[src/rtl/arb2x1_ctrl.sv]
// arb2x1_ctrl: two-requester round-robin arbiter feeding a one-word output register
// ports: req0/req1 valid-ready-data in, out valid-ready-data out, mux_sel drives the shared 2:1 data mux
// macro ARB2X1_STATS_EN adds saturating 8-bit grant counters gnt_cnt0/gnt_cnt1
module arb2x1_ctrl #(
  parameter int SIZE = 4
) (
  input  logic            clk,
  input  logic            rst,
  input  logic            req0_valid,
  input  logic [SIZE-1:0] req0_data,
  output logic            req0_ready,
  input  logic            req1_valid,
  input  logic [SIZE-1:0] req1_data,
  output logic            req1_ready,
  output logic            mux_sel,
  output logic            out_valid,
  output logic [SIZE-1:0] out_data,
  input  logic            out_ready
`ifdef ARB2X1_STATS_EN
  ,
  output logic [7:0]      gnt_cnt0,
  output logic [7:0]      gnt_cnt1
`endif
);
  typedef enum logic {EMPTY, FULL} state_t;
  state_t r_state, w_next;
  logic r_prio, r_sel, w_any, w_win, w_acc, w_xfer;
  logic [SIZE-1:0] r_data;
  always_comb begin
    w_any = req0_valid | req1_valid;
    w_win = (req0_valid & req1_valid) ? r_prio : req1_valid;
    w_acc = ~rst & ((r_state == EMPTY) | out_ready);
    w_xfer = w_any & w_acc;
    w_next = w_xfer ? FULL : (out_ready ? EMPTY : r_state);
    req0_ready = w_xfer & ~w_win;
    req1_ready = w_xfer & w_win;
    mux_sel = w_any ? w_win : r_sel;
    out_valid = (r_state == FULL);
    out_data = r_data;
  end
  always_ff @(posedge clk or posedge rst)
    if (rst) r_state <= EMPTY;
    else r_state <= w_next;
  always_ff @(posedge clk or posedge rst)
    if (rst) begin
      r_data <= '0;
      r_prio <= 1'b0;
      r_sel <= 1'b0;
    end else begin
      if (w_any) r_sel <= w_win;
      if (w_xfer) begin
        r_data <= w_win ? req1_data : req0_data;
        r_prio <= ~w_win;
      end
    end
`ifdef ARB2X1_STATS_EN
  logic [7:0] r_cnt0, r_cnt1;
  always_ff @(posedge clk or posedge rst)
    if (rst) begin
      r_cnt0 <= 8'd0;
      r_cnt1 <= 8'd0;
    end else begin
      if (req0_ready && r_cnt0 != 8'hFF) r_cnt0 <= r_cnt0 + 8'd1;
      if (req1_ready && r_cnt1 != 8'hFF) r_cnt1 <= r_cnt1 + 8'd1;
    end
  assign gnt_cnt0 = r_cnt0;
  assign gnt_cnt1 = r_cnt1;
`endif
endmodule

[config.mk]
export PLATFORM = sky130hd
export DESIGN_NAME = arb2x1_ctrl
export DESIGN_NICKNAME = d
export VERILOG_FILES = /design/src/rtl/arb2x1_ctrl.sv
export SDC_FILE = /design/constraint.sdc
export NUM_CORES = 1
export LEC_CHECK = 0
export ABC_CLOCK_PERIOD_IN_PS = 1400
export BUFFER_PORTS_ARGS = -buffer_cell sky130_fd_sc_hd__buf_2
export CAP_MARGIN = 20
export CELL_PAD_IN_SITES_DETAIL_PLACEMENT = 1
export CELL_PAD_IN_SITES_GLOBAL_PLACEMENT = 1
export CORE_MARGIN = 2
export CORE_UTILIZATION = 29
export CTS_CLUSTER_DIAMETER = 120
export DETAILED_ROUTE_END_ITERATION = 7
export GPL_TIMING_DRIVEN = 1
export HOLD_SLACK_MARGIN = 0.08
export PLACE_DENSITY = 0.72
export SLEW_MARGIN = 10
export SYNTH_ARGS = -nofsm -noshare
export SYNTH_HDL_FRONTEND = slang
export SYNTH_SLANG_ARGS = --single-unit
[constraint.sdc]
create_clock -name clk -period 1.4 [get_ports clk]
set_input_delay 0.21 -clock clk [delete_from_list [all_inputs] [get_ports clk]]
set_output_delay 0.21 -clock clk [all_outputs]
set_load 0.01 [all_outputs]
==> results of run 1 <==
-- metal layers --
| metal | vias to the layer above | track usage, % | part of all wire (%) |
|---|---|---|---|
| met5 | - | 0 | 0 |
| met4 | 0 | 10.0 | 0 |
| met3 | 0 | 1.63 | 5.3 |
| met2 | 16 | 23.4 | 47 |
| met1 | 166 | 19.5 | 47 |
| li1 | 193 | - | - |
-- through the flow --
step	instance area [um^2]	hold WS (ns)	TNS (ns)	setup WS, ns	util [%]
2_1_floorplan	392	0.0134	0	0.169	-
3_5_place_dp	495	0.178	0	0.135	38.6
4_1_cts	554	0.186	-0.0301	-0.0193	43.1
3_3_place_gp	495	0.175	0	0.152	38.6
5_1_grt	568	0.200	-0.353	-0.165	44.2
6_report	568	0.187	-0.0643	-0.0643	44.2
-- worst max-delay path by stage --
stage | slack, ns | cells after the start | end
CTS | -0.02 | 4 | mux_sel
floorplan | 0.17 | 4 | r_prio
finish | -0.06 | 4 | req0_ready
global placement | 0.15 | 5 | req0_ready
detailed placement | 0.14 | 5 | req0_ready
global route | -0.17 | 4 | req0_ready
-- power groups by stage --
stage	combinational (mW)	clock, mW	sequential (mW)
final	0.200	0.188	0.258
after global routing	0.225	0.204	0.262
after CTS	0.187	0.194	0.258
after detailed placement	0.172	0	0.260
after global placement	0.171	0	0.260
after floorplan	0.0937	0	0.270
-- timing repair --
| action | 4_1_cts | 5_1_grt |
|---|---|---|
| buffers inserted | 2 | 1 |
| setup endpoints to repair | 2 | 3 |
| gates resized for setup | 1 | 3 |
| pin swaps | 1 | 2 |
| gates cloned | 0 | 0 |
| endpoints found under the hold margin | 7 | 0 |
| hold buffers | 1 | 0 |
-- cells by family (layout without fill, tap and decap cells) --
kind of cell	count (synthesis)	in the layout	synth area share (%)
AOI/OAI and AO/OA	15	15	23.3
buffers and inverters	5	32	8.63
DFF	7	7	44.7
muxes	1	1	3.83
and+or+nand+nor	12	12	19.5
-- cell usage in the layout (no fill, tap or decap), drive strengths merged --
master | Yosys | routed
buf | 2 | 24
dfrtp | 7 | 7
o21ai | 6 | 6
nand3b | 4 | 4
a21oi | 4 | 4
a31oi | 4 | 4
clkbuf | 0 | 4
inv | 3 | 3
nor2 | 2 | 2
and2 | 2 | 2
nor2b | 1 | 1
or2b | 1 | 1
nand2b | 1 | 1
o21ba | 1 | 1
mux2 | 1 | 1
nand2 | 1 | 1
dlygate4sd3 | 0 | 1
-- sequential cells by signal, summed over array words and instances, names as in the netlist --
| name | cells |
|---|---|
| out_data | 4 |
| out_valid | 1 |
| r_prio | 1 |
| r_sel | 1 |
-- area by class of cell --
class                      count  area (um^2)  share of cell area [%]
inverter                       3         11.3                    1.98
sequential                     7          175                    30.8
multi-input combinational     28          196                    34.6
clock buffer                   4         26.3                    4.63
tap                           15         18.8                    3.30
timing repair buffer          25          140                    24.7
==> metrics.log, run 1 <==
[metrics] Gate Count Post-Synth: 40
[metrics] number of distinct library cell variants in the gate-level netlist after synthesis: 16
[metrics] number of CTS-inserted buffers: 3
[metrics] cell type with the largest total area after synthesis: sky130_fd_sc_hd__dfrtp_1
[metrics] worst reg2reg path startpoint: r_prio
[metrics] I/O pin total: 21
[metrics] count of placed standard cells in the final layout, fillers left out: 82
[metrics] all-layer global routing usage: 15.1%
[metrics] pwr dens: 1140 nW/um^2
[metrics] number of fill cells in the layout: 180
[metrics] Final Skew: 0.00135 ns
[metrics] drt initial violations: 4
[metrics] leading cell types by total area after synthesis: sky130_fd_sc_hd__dfrtp_1 (45%), sky130_fd_sc_hd__o21ai_0 (7.7%), sky130_fd_sc_hd__nand3b_1 (7.7%)
[metrics] global-route wire length before repair: 1.61 mm
[metrics] slowest stage cell, crit path: sky130_fd_sc_hd__dfrtp_1
[metrics] total of max-cap violations: 0
[metrics] DIE WIDTH: 40.8 um
[metrics] deepest level of the CTS H-tree: 1
[metrics] GRT Residual Overflow: 0
[metrics] highest net fanout along the worst path: 4
[metrics] Net Switching: 0.193 mW
[metrics] Vert. Die Dim: 40.8 um
[metrics] proportion of synthesized flip-flops having asynchronous set or reset: 100%
[metrics] post-detailed-route via-to-cell ratio: 4.57
[metrics] Critical Path Max Stage Delay: 0.36 ns
[metrics] end point of the most critical hold path: out_valid
[metrics] Net Sw Frac: 29.9%
[metrics] arrival time reported for the critical path endpoint: 1.25 ns
[metrics] most common cell in the synthesized netlist: sky130_fd_sc_hd__dfrtp_1
[metrics] Total Wirelength: 1.02 mm
[metrics] DP Wirelength: 731 um
[metrics] count of buffers inserted at the top-level ports: 20
[metrics] clock network latency to the later pin of the worst-skew pair: 0.25 ns
[metrics] post-synthesis area per instance: 9.79 um^2
[metrics] Slew Limit Headroom: 81.5%
[metrics] share of the cycle needed by the critical path after routing: 105%
[metrics] fraction of power consumed by sequential logic: 40.0%
[metrics] # DRC: 0
[metrics] number of enable flip-flop cells after synthesis: 0
[metrics] initial core utilization: 30.5%
[metrics] Buf+Inv Stages, Crit Path: 1
[metrics] final net count: 81
[metrics] area enclosed by the die boundary: 1660 um^2
[metrics] leak pwr: 0.282 nW
[metrics] clock net sink count: 7
[metrics] placeable core area: 1280 um^2
[metrics] Internal Pwr Total: 0.453 mW
[metrics] least setup slack across all paths after layout: -0.0643 ns
[metrics] violated checks: negative setup slack
[metrics] Synth Warn #: 0
[metrics] placed cell count: 74
[metrics] time the worst path needs with I/O delays and setup: 1.46 ns
[metrics] buffer type at the clock tree root: sky130_fd_sc_hd__clkbuf_4
[metrics] top_reg_cell synth: sky130_fd_sc_hd__dfrtp_1
[metrics] unrepaired setup endpoints after global routing: true
[metrics] maximum clock insertion buffer count: 2
[metrics] vias in the first global route: 360
[metrics] critical setup path kind: register to output pin
[metrics] RePlAce Congestion: 0.759
[metrics] achievable frequency: 683 MHz
[metrics] wire length per cell: 12.4 um
[metrics] commonest cells in the netlist: sky130_fd_sc_hd__dfrtp_1 (7), sky130_fd_sc_hd__o21ai_0 (6), sky130_fd_sc_hd__a21oi_1 (4), sky130_fd_sc_hd__a31oi_1 (4), sky130_fd_sc_hd__nand3b_1 (4)
[metrics] maximum number of pins on one net before global-route repair: 9
[metrics] Setup-failing EPs final: 1
[metrics] CP delay by family, top: simple AND/OR/NAND/NOR gates
[metrics] clock network power share: 29.1%
[metrics] logic gate share of total power: 30.9%
[metrics] count of TritonRoute iterations in the first routing pass: 2
[metrics] Clk pin slew, worst setup/hold paths: 0.06 ns
[metrics] area of the mapped netlist: 392 um^2
[metrics] hold_sp: rst
[metrics] number of cells on the worst reg-to-reg path: 4
[metrics] initial antenna violation count: 0
[metrics] area share of the largest cell type after synthesis: 44.7%
[metrics] result of the run: finished, violations left
[metrics] number of failing hold endpoints at the final stage: 0
[metrics] Cells on Worst Hold Path: 2
[metrics] endpoint kind of the worst setup timing path: output pin
[metrics] Pwr Total: 0.646 mW
[metrics] area overhead of the layout relative to synthesis: 45.0%
[metrics] number of diodes added for antenna fixing: 0
[metrics] path category of the worst min-delay check: primary input to register
[metrics] ordered list of cells on the worst path: nor2b_2 -> or2b_1 -> and2_1 -> buf_2
[metrics] DR vias: 375
[metrics] Crit path required time: 1.19 ns
[metrics] standard-cell row count: 13
[metrics] nature of the critical path startpoint: register
[metrics] largest vdd supply drop: 479 uV
[metrics] fraction of layout instances using a drive strength above 1: 49.3%
[metrics] FF+latch count, synth: 7
[metrics] number of nets with antenna violations after routing: 0
[metrics] slew at the pin closest to its max-slew limit: 0.278 ns
[metrics] Mapped Nets: 53
[metrics] CTS tree: yes
[metrics] Max Slew Vio Count: 0
[metrics] source of the critical timing path: r_prio
[metrics] Crit Reg-Reg Endpoint: r_prio
[metrics] R2R setup slack: 0.20 ns
[metrics] fraction of the yosys area taken by sequential cells: 44.7%
Note: power is estimated with default switching activity, not from simulation.
==> inputs of run 2 (changes only) <==
--- a/config.mk
+++ b/config.mk
@@ -17,6 +17,7 @@
 export GPL_TIMING_DRIVEN = 1
 export HOLD_SLACK_MARGIN = 0.08
 export PLACE_DENSITY = 0.72
+export SKIP_LAST_GASP = 1
 export SLEW_MARGIN = 10
 export SYNTH_ARGS = -nofsm -noshare
 export SYNTH_HDL_FRONTEND = slang
==> metrics.log, run 2 (synthesis gave the netlist of run 1 again) <==
[metrics] ordered list of cells on the worst path: nor2b_2 -> or2b_1 -> and2_1 -> buf_2
[metrics] unrepaired setup endpoints after global routing: true
[metrics] DR vias: 382 (+1.9%)
[metrics] nature of the critical path startpoint: register
[metrics] arrival time reported for the critical path endpoint: 1.26 ns (about the same)
[metrics] slowest stage cell, crit path: sky130_fd_sc_hd__dfrtp_1
[metrics] endpoint kind of the worst setup timing path: output pin
[metrics] number of diodes added for antenna fixing: 0 (unchanged)
[metrics] buffer type at the clock tree root: sky130_fd_sc_hd__clkbuf_4
[metrics] standard-cell row count: 13 (unchanged)
[metrics] global-route wire length before repair: 1.60 mm (-0.44%)
[metrics] count of buffers inserted at the top-level ports: 20 (unchanged)
[metrics] clock network latency to the later pin of the worst-skew pair: 0.25 ns (about the same)
[metrics] Critical Path Max Stage Delay: 0.36 ns (about the same)
[metrics] achievable frequency: 678 MHz (-0.72%)
[metrics] Crit path required time: 1.19 ns (about the same)
[metrics] clock network power share: 28.8% (-0.3 points)
[metrics] R2R setup slack: 0.07 ns (-0.13 ns)
[metrics] critical setup path kind: register to output pin
[metrics] Final Skew: 0.00163 ns (+0.000282 ns)
[metrics] DP Wirelength: 731 um (unchanged)
[metrics] Total Wirelength: 1.03 mm (+1.2%)
[metrics] least setup slack across all paths after layout: -0.0749 ns (-0.0106 ns)
[metrics] number of failing hold endpoints at the final stage: 0 (unchanged)
[metrics] I/O pin total: 21 (unchanged)
[metrics] drt initial violations: 4 (unchanged)
[metrics] violated checks: negative setup slack
[metrics] Pwr Total: 0.650 mW (+0.70%)
[metrics] pwr dens: 1130 nW/um^2 (-0.61%)
[metrics] final net count: 82 (+1.2%)
[metrics] Vert. Die Dim: 40.8 um (unchanged)
[metrics] logic gate share of total power: 31.4% (+0.5 points)
[metrics] leak pwr: 0.287 nW (+1.7%)
[metrics] clock net sink count: 7 (unchanged)
[metrics] wire length per cell: 12.4 um (about the same)
[metrics] Clk pin slew, worst setup/hold paths: 0.06 ns (about the same)
[metrics] slew at the pin closest to its max-slew limit: 0.280 ns (+0.00189 ns)
[metrics] highest net fanout along the worst path: 4 (unchanged)
[metrics] fraction of power consumed by sequential logic: 39.8% (-0.2 points)
[metrics] maximum clock insertion buffer count: 2 (unchanged)
[metrics] vias in the first global route: 363 (+0.83%)
[metrics] Final Hold Slack: 0.190 ns (+0.00217 ns)
[metrics] RePlAce Congestion: 0.759 (unchanged)
[metrics] setup TNS: -0.0984 ns (-0.0342 ns)
[metrics] final cell utilization of the core: 44.8% (+0.58 points)
[metrics] area of all placed cells without fillers: 576 um^2 (+1.3%)
[metrics] GRT Residual Overflow: 0 (unchanged)
[metrics] result of the run: finished, violations left
[metrics] count of TritonRoute iterations in the first routing pass: 2 (unchanged)
[metrics] initial core utilization: 30.5% (unchanged)
[metrics] area overhead of the layout relative to synthesis: 47.0%
[metrics] Slew Limit Headroom: 81.3% (-0.13 points)
[metrics] post-detailed-route via-to-cell ratio: 4.60 (+0.64%)
[metrics] commonest cells after routing, fill and taps aside: sky130_fd_sc_hd__buf_2 (20), sky130_fd_sc_hd__dfrtp_1 (7), sky130_fd_sc_hd__o21ai_0 (5), sky130_fd_sc_hd__buf_4 (5)
[metrics] number of flip-flops under the largest register name: 4 (unchanged)
[metrics] Setup-failing EPs final: 3 (+2)
[metrics] total of max-cap violations: 0 (unchanged)
[metrics] initial antenna violation count: 0 (unchanged)
[metrics] number of CTS-inserted buffers: 3 (unchanged)
[metrics] time the worst path needs with I/O delays and setup: 1.47 ns (+0.0106 ns)
[metrics] most common library cell in the layout ignoring fill and taps: sky130_fd_sc_hd__buf_2
[metrics] deepest level of the CTS H-tree: 1 (unchanged)
[metrics] Net Sw Frac: 29.8% (-0.054 points)
[metrics] # DRC: 0 (unchanged)
[metrics] number of nets with antenna violations after routing: 0 (unchanged)
[metrics] placeable core area: 1280 um^2 (unchanged)
[metrics] DIE WIDTH: 40.8 um (unchanged)
[metrics] CTS tree: yes
[metrics] path category of the worst min-delay check: primary input to register
[metrics] share of the cycle needed by the critical path after routing: 105% (+0.76 points)
[metrics] largest vdd supply drop: 480 uV (+0.34%)
[metrics] area enclosed by the die boundary: 1660 um^2 (unchanged)
[metrics] maximum number of pins on one net before global-route repair: 9 (unchanged)
[metrics] all-layer global routing usage: 14.9% (-0.11 points)
[metrics] Max Slew Vio Count: 0 (unchanged)
[metrics] fraction of layout instances using a drive strength above 1: 50.0% (+0.75 points)
[metrics] Net Switching: 0.194 mW (+0.52%)
[metrics] area after detailed placement: 495 um^2 (unchanged)
[metrics] Internal Pwr Total: 0.457 mW (+0.78%)
run 2: cell count changes in the layout (fill, tap and decap cells not counted), sizes merged:
cell | previous run | this run
buf | 24 | 25
run 2: worst paths after layout:
kind / startpoint / to / depth (start not counted)
max reg2reg: r_prio / r_prio / 5
min: rst / out_valid / 2
max: r_prio / req0_ready / 4
max in group asynchronous: rst / out_data[1] / 3
min reg2reg: r_sel / r_sel / 2
min in group asynchronous: rst / r_sel / 3
run 2: area by class of cell:
type                       count  area, um^2
tap                           15        18.8
multi-input combinational     28         196
fill                         178         709
inverter                       3        11.3
clock buffer                   4        26.3
timing repair buffer          26         148
sequential                     7         175
run 2: metrics by stage:
step	setup slack [ns]	cells
2_1_floorplan	0.169	40
3_3_place_gp	0.152	74
3_5_place_dp	0.135	74
4_1_cts	-0.0198	81
5_1_grt	-0.165	83
6_report	-0.0749	83
run 2: metal layers:
metal | vias to the layer above | part of all wire [%] | global-route usage [%]
li1 | 195 | - | -
met1 | 171 | 48 | 19.5
met2 | 16 | 47 | 23.0
met3 | 0 | 5.2 | 1.63
met4 | 0 | 0 | 10.0
met5 | - | 0 | 0
run 2: timing repair:
item                       CTS  global route
setup endpoints to repair    2             3
hold endpoints to repair     7             0
pin swaps                    0             1
buffers inserted             2             2
hold buffers                 1             0
resized for setup            1             3
run 2: power by group through the flow:
stage	clock network [mW]	logic [mW]	registers, mW
floorplan	0	0.0937	0.270
global placement	0	0.171	0.260
finish	0.187	0.204	0.259
global route	0.204	0.229	0.262
CTS	0.194	0.187	0.258
detailed placement	0	0.172	0.260
run 2: critical path: cells and delay by family, from the launching register on:
kind	cells	cell delay, ns
AND/OR/NAND/NOR	3	0.53
flip-flops	1	0.36
buffers and inverters	1	0.13
==> inputs of run 3 (changes only) <==
--- a/config.mk
+++ b/config.mk
@@ -5,18 +5,19 @@
 export SDC_FILE = /design/constraint.sdc
 export NUM_CORES = 1
 export LEC_CHECK = 0
+export ABC_AREA = 1
 export ABC_CLOCK_PERIOD_IN_PS = 1400
 export BUFFER_PORTS_ARGS = -buffer_cell sky130_fd_sc_hd__buf_2
 export CAP_MARGIN = 20
 export CELL_PAD_IN_SITES_DETAIL_PLACEMENT = 1
 export CELL_PAD_IN_SITES_GLOBAL_PLACEMENT = 1
 export CORE_MARGIN = 2
-export CORE_UTILIZATION = 29
+export CORE_UTILIZATION = 26
 export CTS_CLUSTER_DIAMETER = 120
 export DETAILED_ROUTE_END_ITERATION = 7
 export GPL_TIMING_DRIVEN = 1
 export HOLD_SLACK_MARGIN = 0.08
-export PLACE_DENSITY = 0.72
+export PLACE_DENSITY = 0.71
 export SKIP_LAST_GASP = 1
 export SLEW_MARGIN = 10
 export SYNTH_ARGS = -nofsm -noshare
==> metrics.log, run 3 <==
[metrics] number of flip-flops under the largest register name: 4 (unchanged)
[metrics] sequential cell area in the final layout: 175 um^2 (unchanged)
[metrics] Final Hold Slack: 0.268 ns (+0.0789 ns)
[metrics] count of TritonRoute iterations in the first routing pass: 3 (+1)
[metrics] CTS tree: yes
[metrics] setup slack at placement: 0.109 ns (-0.0263 ns)
[metrics] standard-cell row count: 13 (unchanged)
[metrics] largest vdd supply drop: 530 uV (+10%)
[metrics] Critical Path Max Stage Delay: 0.38 ns (+0.02 ns)
[metrics] number of failing hold endpoints at the final stage: 0 (unchanged)
[metrics] area overhead of the layout relative to synthesis: 56.8%
[metrics] clock network latency to the later pin of the worst-skew pair: 0.24 ns (about the same)
[metrics] arrival time reported for the critical path endpoint: 1.12 ns (-0.14 ns)
[metrics] top_reg_cell synth: sky130_fd_sc_hd__dfrtp_1
[metrics] wire length per cell: 11.7 um (-5.3%)
[metrics] # DRC: 0 (unchanged)
[metrics] nature of the critical path startpoint: register
[metrics] Setup-failing EPs final: 0 (-3)
[metrics] pwr dens: 1090 nW/um^2 (-3.6%)
[metrics] number of distinct library cell variants in the gate-level netlist after synthesis: 9 (-7)
[metrics] post-detailed-route via-to-cell ratio: 4.34 (-5.7%)
[metrics] DP Wirelength: 820 um (+12%)
[metrics] deepest level of the CTS H-tree: 1 (unchanged)
[metrics] leading cell types by total area after synthesis: sky130_fd_sc_hd__dfrtp_1 (48%), sky130_fd_sc_hd__nand2_1 (21%), sky130_fd_sc_hd__inv_1 (8.2%)
[metrics] ordered list of cells on the worst path: inv_2 -> nand2_4 -> nand2_4 -> inv_1 -> nor2_1 -> buf_2
[metrics] commonest cells after routing, fill and taps aside: sky130_fd_sc_hd__buf_2 (20), sky130_fd_sc_hd__nand2_1 (17), sky130_fd_sc_hd__inv_1 (7), sky130_fd_sc_hd__dfrtp_1 (7)
[metrics] Vert. Die Dim: 41.5 um (+1.8%)
[metrics] cell type with the largest total area after synthesis: sky130_fd_sc_hd__dfrtp_1
[metrics] critical setup path kind: register to output pin
[metrics] drt initial violations: 4 (unchanged)
[metrics] area enclosed by the die boundary: 1720 um^2 (+3.6%)
[metrics] number of fill cells in the layout: 175 (-1.7%)
[metrics] Synth Warn #: 0 (unchanged)
[metrics] fraction of the yosys area taken by sequential cells: 47.9% (+3.2 points)
[metrics] area used by multi-input combinational logic: 183 um^2 (-7.0%)
[metrics] number of CTS-inserted buffers: 3 (unchanged)
[metrics] result of the run: completed
[metrics] count of buffers inserted at the top-level ports: 20 (unchanged)
[metrics] Clk pin slew, worst setup/hold paths: 0.05 ns (about the same)
[metrics] global-route wire length before repair: 1.84 mm (+15%)
[metrics] area after detailed placement: 492 um^2 (-0.76%)
[metrics] most common library cell in the layout ignoring fill and taps: sky130_fd_sc_hd__buf_2
[metrics] placed cell count: 86 (+16%)
[metrics] post-synthesis area per instance: 7.31 um^2 (-25%)
[metrics] DIE WIDTH: 41.5 um (+1.8%)
[metrics] Gate Count Post-Synth: 50 (+25%)
[metrics] Final Skew: 0.00239 ns (+0.000756 ns)
[metrics] most common cell in the synthesized netlist: sky130_fd_sc_hd__nand2_1
[metrics] setup TNS: 0 ns (+0.0984 ns)
[metrics] number of enable flip-flop cells after synthesis: 0 (unchanged)
[metrics] DR vias: 408 (+6.8%)
[metrics] share of the cycle needed by the critical path after routing: 95.3% (-10 points)
[metrics] Total Wirelength: 1.10 mm (+7.2%)
[metrics] endpoint kind of the worst setup timing path: output pin
[metrics] total of max-cap violations: 0 (unchanged)
[metrics] count of placed standard cells in the final layout, fillers left out: 94 (+13%)
[metrics] number of nets with antenna violations after routing: 0 (unchanged)
[metrics] Most Frequent Cell on Critical Path: sky130_fd_sc_hd__nand2_4
[metrics] maximum number of pins on one net before global-route repair: 10 (+1)
[metrics] highest net fanout along the worst path: 5 (+1)
[metrics] Slew Limit Headroom: 79.8% (-1.5 points)
[metrics] buffer type at the clock tree root: sky130_fd_sc_hd__clkbuf_4
[metrics] FF+latch count, synth: 7 (unchanged)
[metrics] leak pwr: 0.349 nW (+21%)
[metrics] Crit path required time: 1.19 ns (about the same)
[metrics] slew at the pin closest to its max-slew limit: 0.302 ns (+0.0219 ns)
[metrics] proportion of synthesized flip-flops having asynchronous set or reset: 100% (unchanged)
[metrics] area of all placed cells without fillers: 573 um^2 (-0.43%)
[metrics] final net count: 93 (+13%)
[metrics] achievable frequency: 750 MHz (+11%)
[metrics] I/O pin total: 21 (unchanged)
[metrics] Mapped Nets: 63 (+19%)
[metrics] GRT Residual Overflow: 0 (unchanged)
[metrics] RePlAce Congestion: 0.782 (+3.1%)
[metrics] area share of the largest cell type after synthesis: 47.9% (+3.2 points)
[metrics] least setup slack across all paths after layout: 0.0662 ns (+0.141 ns)
[metrics] maximum clock insertion buffer count: 2 (unchanged)
[metrics] initial antenna violation count: 0 (unchanged)
[metrics] vias in the first global route: 445 (+23%)
[metrics] all-layer global routing usage: 14.1% (-0.84 points)
[metrics] time the worst path needs with I/O delays and setup: 1.33 ns (-0.141 ns)
[metrics] clock net sink count: 7 (unchanged)
[metrics] path category of the worst min-delay check: primary input to register
[metrics] initial core utilization: 28.1% (-2.4 points)
[metrics] number of diodes added for antenna fixing: 0 (unchanged)
[metrics] Max Slew Vio Count: 0 (unchanged)
[metrics] placeable core area: 1300 um^2 (+1.3%)
[metrics] fraction of layout instances using a drive strength above 1: 43.0% (-7.0 points)
[metrics] area of the mapped netlist: 365 um^2 (-6.7%)
[metrics] unrepaired setup endpoints after global routing: true
[metrics] commonest cells in the netlist: sky130_fd_sc_hd__nand2_1 (20), sky130_fd_sc_hd__inv_1 (8), sky130_fd_sc_hd__dfrtp_1 (7)
[metrics] slowest stage cell, crit path: sky130_fd_sc_hd__dfrtp_1
==> run 3: layout make-up <==
cell class / instances / share of cell area, %
Timing Repair Buffer: 25 / 24.5
Sequential cell: 7 / 30.6
Clock buffer: 4 / 4.59
Multi-Input combinational cell: 35 / 31.9
Tap cell: 15 / 3.28
Inverter: 8 / 5.24
==> run 3: final timing paths <==
path | from | endpoint | slack (ns) | cells after the start
worst max-delay path | r_prio | req0_ready | 0.07 | 6
worst min-delay path | out_ready | out_valid | 0.27 | 4
worst max register to register | r_prio | out_data[2] | 0.20 | 9
worst min register to register | out_data[2] | out_data[2] | 0.47 | 2
max in group asynchronous | rst | r_prio | 0.73 | 4
min in group asynchronous | rst | out_data[3] | 0.55 | 4
==> run 3: worst max-delay path, delay by kind of cell (launching register included) <==
kind                   cells  cell delay, ns
buffers and inverters      3            0.26
flip-flops                 1            0.38
AND/OR/NAND/NOR            3            0.24
==> run 3: per-layer routing <==
metal / global-route usage (%) / up-vias / part of all wire (%)
met1: 15.6 / 180 / 42
met2: 24.7 / 14 / 51
met3: 1.74 / 2 / 4.3
met5: 0 / - / 0
met4: 9.68 / 0 / 1.8
li1: - / 212 / -
==> run 3: cells by family (layout without fill, tap and decap cells) <==
family | after synthesis | after routing | share of synthesized area, %
buffers and inverters | 8 | 37 | 8.22
DFF | 7 | 7 | 47.9
AOI/OAI and AO/OA | 1 | 1 | 1.37
and+or+nand+nor | 34 | 34 | 42.5
==> run 3: stage by stage <==
stage	total power, mW	utilization [%]
floorplan	0.345	-
global placement	0.414	37.8
detailed placement	0.419	37.8
CTS	0.623	42.5
global route	0.675	44.0
finish	0.624	44.0
==> run 3: repair_timing <==
item	CTS	global route
endpoints found under the setup margin	3	2
hold endpoints to repair	7	0
gates resized for setup	3	4
pin swaps	1	1
cloned	0	0
hold buffers	1	0
buffers inserted	2	1
==> run 3: report_power, final <==
group / internal, mW / total (mW) / switching, mW
clock network: 0.108 / 0.178 / 0.0696
registers: 0.238 / 0.257 / 0.0186
logic: 0.0825 / 0.189 / 0.107
